==> src/rtl/maxpool_stream_adapter_pkg.sv <==
// Shared constants, state encoding and helpers for the max-pool stream adapter.
// Module-level parameters default to these values.
package maxpool_stream_adapter_pkg;

    localparam int DATA_WIDTH = 16;
    localparam int D          = 1;
    localparam int H          = 6;
    localparam int W          = 6;
    localparam int POOL_LAT   = 2;
    localparam int N_IN       = H * W * D;
    localparam int N_OUT      = (H - 4) * (W - 4) * D;

    typedef enum logic [1:0] {
        LOAD   = 2'd0,
        WAIT   = 2'd1,
        UNLOAD = 2'd2
    } state_t;

    // Width needed to index v entries; never less than 1 bit.
    function automatic int clog2(input int v);
        int r;
        int x;
        r = 0;
        x = v - 1;
        for (int i = 0; i < 32; i++) begin
            if (x > 0) begin
                r = r + 1;
                x = x >> 1;
            end
        end
        return (r == 0) ? 1 : r;
    endfunction

endpackage

==> src/rtl/maxpool_stream_adapter_if.sv <==
// Valid/ready pixel stream with end-of-frame marker.
// The producer side uses the master modport.
interface maxpool_stream_adapter_if #(
    parameter int DATA_WIDTH = 16
);
    logic [DATA_WIDTH-1:0] data;
    logic                  valid;
    logic                  last;
    logic                  ready;

    modport master (output data, valid, last, input ready);
    modport slave  (input data, valid, last, output ready);
endinterface

==> src/rtl/maxpool_stream_adapter.sv <==
// Packs a pixel stream into the flat frame for the 5x5 max-pool, waits out the pool latency,
// captures its result and replays it as a pixel stream. One frame in flight at a time.
module maxpool_stream_adapter #(
    parameter int DATA_WIDTH = maxpool_stream_adapter_pkg::DATA_WIDTH,
    parameter int D          = maxpool_stream_adapter_pkg::D,
    parameter int H          = maxpool_stream_adapter_pkg::H,
    parameter int W          = maxpool_stream_adapter_pkg::W,
    parameter int POOL_LAT   = maxpool_stream_adapter_pkg::POOL_LAT
) (
    input  logic                                     clk,
    input  logic                                     reset,
    maxpool_stream_adapter_if.slave                  s,
    maxpool_stream_adapter_if.master                 m,
    output logic [0:H*W*D*DATA_WIDTH-1]              mp_input,
    input  logic [0:(H-4)*(W-4)*D*DATA_WIDTH-1]      mp_output,
    output logic                                     frame_err
);
    import maxpool_stream_adapter_pkg::*;

    localparam int N_IN  = H * W * D;
    localparam int N_OUT = (H - 4) * (W - 4) * D;
    localparam int IW    = clog2(N_IN);
    localparam int OW    = clog2(N_OUT);
    localparam int LW    = clog2(POOL_LAT + 1);

    localparam logic [IW-1:0] IN_LAST  = IW'(N_IN - 1);
    localparam logic [OW-1:0] OUT_LAST = OW'(N_OUT - 1);
    localparam logic [LW-1:0] LAT_END  = LW'(POOL_LAT);

    state_t                        state, state_nxt;
    logic                          armed;
    logic [IW-1:0]                 in_cnt;
    logic [OW-1:0]                 out_cnt;
    logic [LW-1:0]                 lat_cnt;
    logic [0:N_OUT*DATA_WIDTH-1]   out_reg;
    logic                          in_fire, in_final, out_fire, out_final, lat_done;

    // armed keeps s.ready low until the first clock edge after reset release.
    assign s.ready   = armed && (state == LOAD);
    assign in_fire   = s.valid && s.ready;
    assign in_final  = (in_cnt == IN_LAST);
    assign lat_done  = (lat_cnt == LAT_END);
    assign out_final = (out_cnt == OUT_LAST);

    assign m.valid   = (state == UNLOAD);
    assign m.last    = m.valid && out_final;
    assign m.data    = out_reg[out_cnt*DATA_WIDTH +: DATA_WIDTH];
    assign out_fire  = m.valid && m.ready;

    always_ff @(posedge clk or negedge reset) begin
        if (!reset) state <= LOAD;
        else        state <= state_nxt;
    end

    // An early s.last truncates the frame: untouched slots keep the previous frame's pixels.
    always_comb begin
        state_nxt = state;
        unique case (state)
            LOAD:    if (in_fire && (in_final || s.last)) state_nxt = WAIT;
            WAIT:    if (lat_done) state_nxt = UNLOAD;
            UNLOAD:  if (out_fire && out_final) state_nxt = LOAD;
            default: state_nxt = LOAD;
        endcase
    end

    always_ff @(posedge clk or negedge reset) begin
        if (!reset) begin
            armed     <= 1'b0;
            in_cnt    <= '0;
            out_cnt   <= '0;
            lat_cnt   <= '0;
            mp_input  <= '0;
            out_reg   <= '0;
            frame_err <= 1'b0;
        end else begin
            armed <= 1'b1;
            unique case (state)
                LOAD: begin
                    if (in_fire) begin
                        mp_input[in_cnt*DATA_WIDTH +: DATA_WIDTH] <= s.data;
                        in_cnt  <= in_cnt + IW'(1);
                        lat_cnt <= '0;
                        if (s.last != in_final) frame_err <= 1'b1;
                    end
                end
                // Capture one cycle after the count reaches POOL_LAT, i.e. POOL_LAT+1 after the last beat.
                WAIT: begin
                    if (lat_done) begin
                        out_reg <= mp_output;
                        out_cnt <= '0;
                    end else begin
                        lat_cnt <= lat_cnt + LW'(1);
                    end
                end
                UNLOAD: begin
                    if (out_fire) begin
                        out_cnt <= out_cnt + OW'(1);
                        if (out_final) in_cnt <= '0;
                    end
                end
                default: ;
            endcase
        end
    end

endmodule

==> src/flat_wrapper.sv <==
// flat-port wrapper written by rule: the top's interface ports become plain ports
module maxpool_stream_adapter_flat import maxpool_stream_adapter_pkg::*;
#(
    parameter int DATA_WIDTH = maxpool_stream_adapter_pkg::DATA_WIDTH,
    parameter int D          = maxpool_stream_adapter_pkg::D,
    parameter int H          = maxpool_stream_adapter_pkg::H,
    parameter int W          = maxpool_stream_adapter_pkg::W,
    parameter int POOL_LAT   = maxpool_stream_adapter_pkg::POOL_LAT
)
  (clk, reset, mp_input, mp_output, frame_err, s_data, s_valid, s_last, s_ready, m_data, m_valid, m_last, m_ready);
  maxpool_stream_adapter_if #(.DATA_WIDTH(DATA_WIDTH)) s_i ();
  maxpool_stream_adapter_if #(.DATA_WIDTH(DATA_WIDTH)) m_i ();
  input  logic clk;
  input  logic reset;
  output logic [0:H*W*D*DATA_WIDTH-1] mp_input;
  input  logic [0:(H-4)*(W-4)*D*DATA_WIDTH-1] mp_output;
  output logic frame_err;
  input wire logic [$bits(s_i.data)-1:0] s_data;
  input wire logic [$bits(s_i.valid)-1:0] s_valid;
  input wire logic [$bits(s_i.last)-1:0] s_last;
  output wire logic [$bits(s_i.ready)-1:0] s_ready;
  output wire logic [$bits(m_i.data)-1:0] m_data;
  output wire logic [$bits(m_i.valid)-1:0] m_valid;
  output wire logic [$bits(m_i.last)-1:0] m_last;
  input wire logic [$bits(m_i.ready)-1:0] m_ready;
  assign s_i.data = s_data;
  assign s_i.valid = s_valid;
  assign s_i.last = s_last;
  assign s_ready = s_i.ready;
  assign m_data = m_i.data;
  assign m_valid = m_i.valid;
  assign m_last = m_i.last;
  assign m_i.ready = m_ready;
  maxpool_stream_adapter #(.DATA_WIDTH(DATA_WIDTH), .D(D), .H(H), .W(W), .POOL_LAT(POOL_LAT)) u_core (.clk(clk), .reset(reset), .s(s_i), .m(m_i), .mp_input(mp_input), .mp_output(mp_output), .frame_err(frame_err));
endmodule
==> config.mk <==
export PLATFORM = sky130hd
export DESIGN_NAME = maxpool_stream_adapter_flat
export DESIGN_NICKNAME = d
export VERILOG_FILES = /design/src/rtl/maxpool_stream_adapter_pkg.sv /design/src/rtl/maxpool_stream_adapter_if.sv /design/src/rtl/maxpool_stream_adapter.sv /design/src/flat_wrapper.sv
export SDC_FILE = /design/constraint.sdc
export NUM_CORES = 1
export LEC_CHECK = 0
export ABC_AREA = 1
export CAP_MARGIN = 40
export CORE_MARGIN = 1
export CORE_UTILIZATION = 23
export CTS_BUF_LIST = sky130_fd_sc_hd__clkbuf_4
export DETAILED_ROUTE_END_ITERATION = 10
export HOLD_SLACK_MARGIN = 0.1
export SLEW_MARGIN = 20
export SYNTH_ARGS = -nofsm -noshare
export SYNTH_HDL_FRONTEND = slang
export SYNTH_SLANG_ARGS = --single-unit
==> constraint.sdc <==
create_clock -name clk -period 2.6 [get_ports clk]
set_clock_uncertainty 0.1 [all_clocks]
set_input_delay 0.26 -clock clk [delete_from_list [all_inputs] [get_ports clk]]
set_output_delay 0.26 -clock clk [all_outputs]
set_load 0.01 [all_outputs]
Yosys cells after proc, flatten, opt, wreduce, memory -nomap -nowiden
Index checks and enable logic that the tools add are counted.
Storage, ports and cells
  register bits after elaboration: 654
  input port bits: 85
  output and inout bits: 596
  word-level logic and storage cells: 63
Cells by class
  add/sub/neg operators: 4
  equal/unequal tests: 13
  shift operators: 3
  multiplexer cells: 15
  bitwise operators: 2
  reductions and logical operators: 18
Operators by type and width (count)
  variable shift 577 x 34 -> 576 bit (first input constant): 1
  indexed part select 577 x 34 -> 576 bit: 1
  bitwise mux 576 bit: 1
  indexed part select 64 x 33 -> 65 bit: 1
  negation 33 -> 34 bit: 1
  NOT 10 -> 33 bit: 1
  NOT 6 -> 33 bit: 1
  2-to-1 mux 6 bit: 3
  2-to-1 mux 2 bit: 7
  one-hot mux 6 bit (2 select lines): 1
  AND reduction 3 bit: 4
  inequality test 2 bit (second input constant): 5
  one-hot mux 2 bit (2 select lines): 2
  adder 6 x 1 -> 6 bit (second input constant): 1
  equality test 2 bit (second input constant): 3
  equality test 6 bit (second input constant): 1
  logical AND 1 bit: 6
  one-hot mux 2 bit (3 select lines): 1
  nonzero test 2 bit: 3
  adder 2 x 1 -> 2 bit (second input constant): 2
  inequality test 2 x 1 -> 1 bit (second input constant): 2
  AND reduction 2 bit: 2
  AND reduction 4 bit: 1
  equality test 2 x 1 -> 1 bit (second input constant): 1
  other kinds (3): 3

Logic depth before layout (Yosys ltp)
  word-level depth: 6
  mapped depth: 11
  mapped depth without buffers: 7

Worst setup path after synthesis
No wires, ideal clock.
  path type: register to register
  start point: reg u_core.in_cnt[0]
  end point: reg u_core.mp_input[296] (netlist name)
  library setup time: 0.127 ns
  arrival: 2.092 ns
  required time: 2.373 ns
  setup slack: 0.281 ns
  cell stages (with the launch flop): 12
  buffers on the path: 4
  period minus slack after synthesis: 2.319 ns
  path through: dfrtp_1 > buf_2 > inv_1 > buf_2 > buf_1 > ha_1 > inv_1 > nor2_2 > nand3_1 > buf_2 > nand2_1 > o21ai_1
Between the ends
  longest elaborated chain between the ends: 4
  elaborated cells on any way between the ends: 5
  classes of those cells: add/sub (1); shift (2); mux (1); bitwise (1)
Ends and longest elaborated chain
  from (decl): line maxpool_stream_adapter.sv:32  | logic [IW-1:0] in_cnt;
  from (signal assigned): line maxpool_stream_adapter.sv:81  | in_cnt <= in_cnt + IW'(1);
  NOT 10 -> 33 bit (not written as such) *: line maxpool_stream_adapter.sv:80  | mp_input[in_cnt*DATA_WIDTH +: DATA_WIDTH] <= s.data;
  negation 33 -> 34 bit *: line maxpool_stream_adapter.sv:80
  indexed part select 577 x 34 -> 576 bit / variable shift 577 x 34 -> 576 bit (equally long branches): line maxpool_stream_adapter.sv:80
  bitwise mux 576 bit *: line maxpool_stream_adapter.sv:80
  to (signal, indexed assignment): line maxpool_stream_adapter.sv:80
  to (decl): line maxpool_stream_adapter.sv:14  | output logic [0:H*W*D*DATA_WIDTH-1] mp_input,
Mark *: on every way between the ends. The rest lies on a longest branch, timed or not.
A chain may end at the register's enable or synchronous reset.

Worst setup path after layout
  start point: reg u_core.out_cnt[0]
  end point: out m_data[1]
Between the ends
  longest elaborated chain between the ends: 2
Ends and longest elaborated chain
  from (decl): line maxpool_stream_adapter.sv:33  | logic [OW-1:0] out_cnt;
  from (signal assigned): line maxpool_stream_adapter.sv:97  | out_cnt <= out_cnt + OW'(1);
  NOT 6 -> 33 bit (not written as such): line maxpool_stream_adapter.sv:47  | assign m.data = out_reg[out_cnt*DATA_WIDTH +: DATA_WIDTH];
  indexed part select 64 x 33 -> 65 bit: line maxpool_stream_adapter.sv:47
  to (decl): line flat_wrapper.sv:22  | output wire logic [$bits(m_i.data)-1:0] m_data;
Every way passes these cells.

==> Implementation_results.wiki <==
{| class="wikitable"
! Metric !! Value
|-
| I/O Buffers || between 600 and 700
|-
| Most used cell, CP || sky130_fd_sc_hd__buf_6
|-
| Part of the Yosys area used for sequential elements || approximately 64%
|-
| Drt first-iter violations || ~1500
|-
| Full die area || 112000 µm²
|-
| Die H || between 300 and 400 µm
|-
| Maximum single-stage delay on the critical path || around 0.45 ns
|-
| Synthesized flop and latch total || around 650
|-
| Number of buffers inserted during clock tree synthesis || 180
|-
| Final Hold Violating Endpoints || 0
|-
| Total Nets Final || 3716
|-
| Total power divided by cell area || between 800 and 900 nW/µm²
|-
| Type of destination of the critical path || output port
|-
| Worst reg2reg path depth || 4
|-
| Number of endpoints failing setup at the final stage || 15
|-
| Final max-slew violation count || 0
|-
| Remaining design rule violation count || 0
|-
| Placeable core region || 109000 µm²
|-
| Maximum buffer depth of the clock tree || 3
|-
| Gp weighted congestion || around 0.86
|-
| Site Rows || approximately 120
|-
| Sum of routed wire length over all layers || approximately 110 mm
|-
| Yosys warns || 0
|-
| Kind of start point of the critical path || register
|-
| Largest register FFs || 576
|-
| Required time worst endpoint || roughly 2.2 ns
|-
| Effective utilization at floorplan || between 20% and 30%
|-
| Number of global-route vias before repair || 23118
|-
| Total GRT Usage || 19.5%
|-
| Violated checks || setup timing
|-
| Post-Syn Area || ~25000 µm²
|-
| Number of library cell types mapped by synthesis || 29
|-
| Post-route fraction of the period consumed by the critical path || 102%
|-
| GRT Residual Overflow || 0
|-
| Clock transition at the register clock pins on the worst setup and hold paths after CTS || approximately 0.070 ns
|-
| CP Class || reg2out
|-
| Unrepaired setup endpoints after global routing || yes
|-
| Wire length of the first global-routing pass || 159 mm
|-
| Critical path cell sequence || inv_4 -> buf_6 -> buf_12 -> nor2_4 -> o22ai_4 -> buf_6
|-
| CTS Root Buffer Type || sky130_fd_sc_hd__clkbuf_4
|-
| Cell area after placement || between 30000 and 40000 µm²
|-
| Maximum net fanout on the critical path || 6
|-
| Gate count after technology mapping || roughly 2700
|-
| Boundary Pins || between 600 and 700
|-
| Maximum number of pins on one net before global-route repair || between 100 and 150
|-
| Number of antenna violations at the first check in global routing || 5
|-
| Final total negative setup slack || -0.452 ns
|-
| Class of the worst hold path || in2reg
|-
| Post-route standard cell area excluding fillers || approximately 39000 µm²
|-
| Number of instances on the worst hold path || 4
|-
| Chip Width || approximately 330 µm
|-
| Clock Latency Late Sink || 1.06 ns
|-
| Highest-count cells in the layout ignoring fill and taps || 836 x sky130_fd_sc_hd__nand2_1, 650 x sky130_fd_sc_hd__dfrtp_1, 624 x sky130_fd_sc_hd__clkdlybuf4s50_1
|-
| Cell with the largest stage delay on the worst path || sky130_fd_sc_hd__dfrtp_2
|-
| Status || complete, but fails checks
|-
| Area added between synthesis and finish || 51.5%
|-
| Count of antenna-violating nets left after detailed routing || 0
|-
| Standby leakage power || 16.6 nW
|-
| Avg Vias per Cell || about 4.5
|-
| Share of post-route cells with drive strength above 1 || 14.6%
|-
| Slew of the pin with the lowest slew margin || 0.766 ns
|-
| Peak clock frequency supported by timing || approximately 380 MHz
|-
| IR Drop Worst-Case VDD || approximately 600 µV
|-
| Leading cell type in the layout, fill and taps excluded || sky130_fd_sc_hd__nand2_1
|-
| Fill cells || 11094
|-
| Routed wirelength normalized by instance count || approximately 21 µm
|-
| Number of max-capacitance violations reported || 0
|-
| TritonCTS clock tree || done
|-
| TritonRoute pass-1 iters || 5
|-
| Arrival @ worst endpoint || ~2.3 ns
|-
| Post-detail-place hpwl || a little under 80 mm
|-
| Average footprint of a synthesized cell || approximately 9.5 µm²
|-
| Final min period || ~2.7 ns
|-
| CTS Sinks || between 600 and 700
|-
| Relative slew margins || about half
|-
| Final worst-path setup slack || -0.0607 ns
|-
| H-tree levels || 4
|-
| Syn_nets || approximately 2800
|-
| Number of vias after detailed routing || 23311
|}
metal layers:
| layer | routed length, µm | GRT usage [%] | share of wire, % |
|---|---|---|---|
| met2 | 53800 | 32.4 | 48 |
| met5 | 7 | 0 | 0.0063 |
| met4 | 4430 | 8.54 | 4.0 |
| met3 | 9900 | 7.10 | 8.9 |
| met1 | 43300 | 22.5 | 39 |
area by class of cell:
| class | count | area [µm²] | share of cell area (%) |
|---|---|---|---|
| Sequential cell | 654 | 16400 | 42.5 |
| Timing Repair Buffer | 961 | 9600 | 24.9 |
| Clock inverter | 41 | 204 | 0.530 |
| Tap cell | 1476 | 1850 | 4.80 |
| Clock buffer | 260 | 1950 | 5.07 |
| Antenna cell | 2 | 5.00 | 0.0130 |
| Multi-Input combinational cell | 1771 | 8310 | 21.6 |
| Inverter | 54 | 209 | 0.543 |
Yosys cell counts, drive strengths merged:
master    n  area [µm²]
ha        9         113
nand3b    1        7.51
nor2     72         327
clkinv    2        7.51
o21ai   600        3000
clkbuf  103         387
nor3     20         111
o22ai    17         106
nand2   858        3270
a21o      1        7.51
conb      1        3.75
nand4    50         313
a21oi     2        10.0
buf      93         478
inv      52         195
dfrtp   654       16400
nand3   140         706
metrics by stage:
step	hold WS, ns	setup slack [ns]	utilization [%]	power (mW)	cells
floorplan	-0.136	0.281	-	17.3	2675
CTS	0.100	-0.260	35.0	33.3	5205
global placement	0.147	-0.00591	31.4	23.2	4753
finish	0.320	-0.0607	35.3	33.1	5219
global route	0.154	-0.218	35.3	35.0	5218
detailed placement	0.140	-0.0423	31.4	23.3	4753
power by group:
group	internal, mW	total, mW	leakage [nW]	switching (mW)
clock network	4.57	9.10	1.30	4.53
registers	11.9	13.2	8.93	1.26
logic	4.40	10.9	6.41	6.47
critical path, delay by kind of cell, from the launching register on:
kind                   cells  cell delay (ns)
and+or+nand+nor            1             0.04
AOI/OAI and AO/OA          1             0.22
buffers and inverters      4             0.51
DFF                        1             0.45
cells by family after synthesis:
kind of cell,Yosys count,synth area share (%)
other,1,0.0148
and+or+nand+nor,1141,18.6
buffers and inverters,250,4.20
adders and majority gates,9,0.443
AOI/OAI and AO/OA,620,12.3
DFF,654,64.4
timing repair:
| item | 4_1_cts | 5_1_grt |
|---|---|---|
| hold buffers | 136 | 0 |
| resized for setup | 206 | 39 |
| buffers inserted | 11 | 12 |
| pin swaps | 15 | 15 |
| cloned | 5 | 1 |
| hold endpoints to repair | 951 | 0 |
| setup endpoints to repair | 55 | 26 |
final timing paths:
path	startpoint	end	slack, ns
worst max-delay path	u_core.out_cnt[0]	m_data[1]	-0.06
worst min-delay path	mp_output[14]	u_core.out_reg[14]	0.32
worst max register to register	u_core.in_cnt[0]	u_core.mp_input[480]	0.17
worst min register to register	u_core.mp_input[178]	u_core.mp_input[178]	0.37
max in group asynchronous	reset	u_core.mp_input[327]	0.71
min in group asynchronous	reset	u_core.armed	0.75
(Power assumes the default switching activity.)
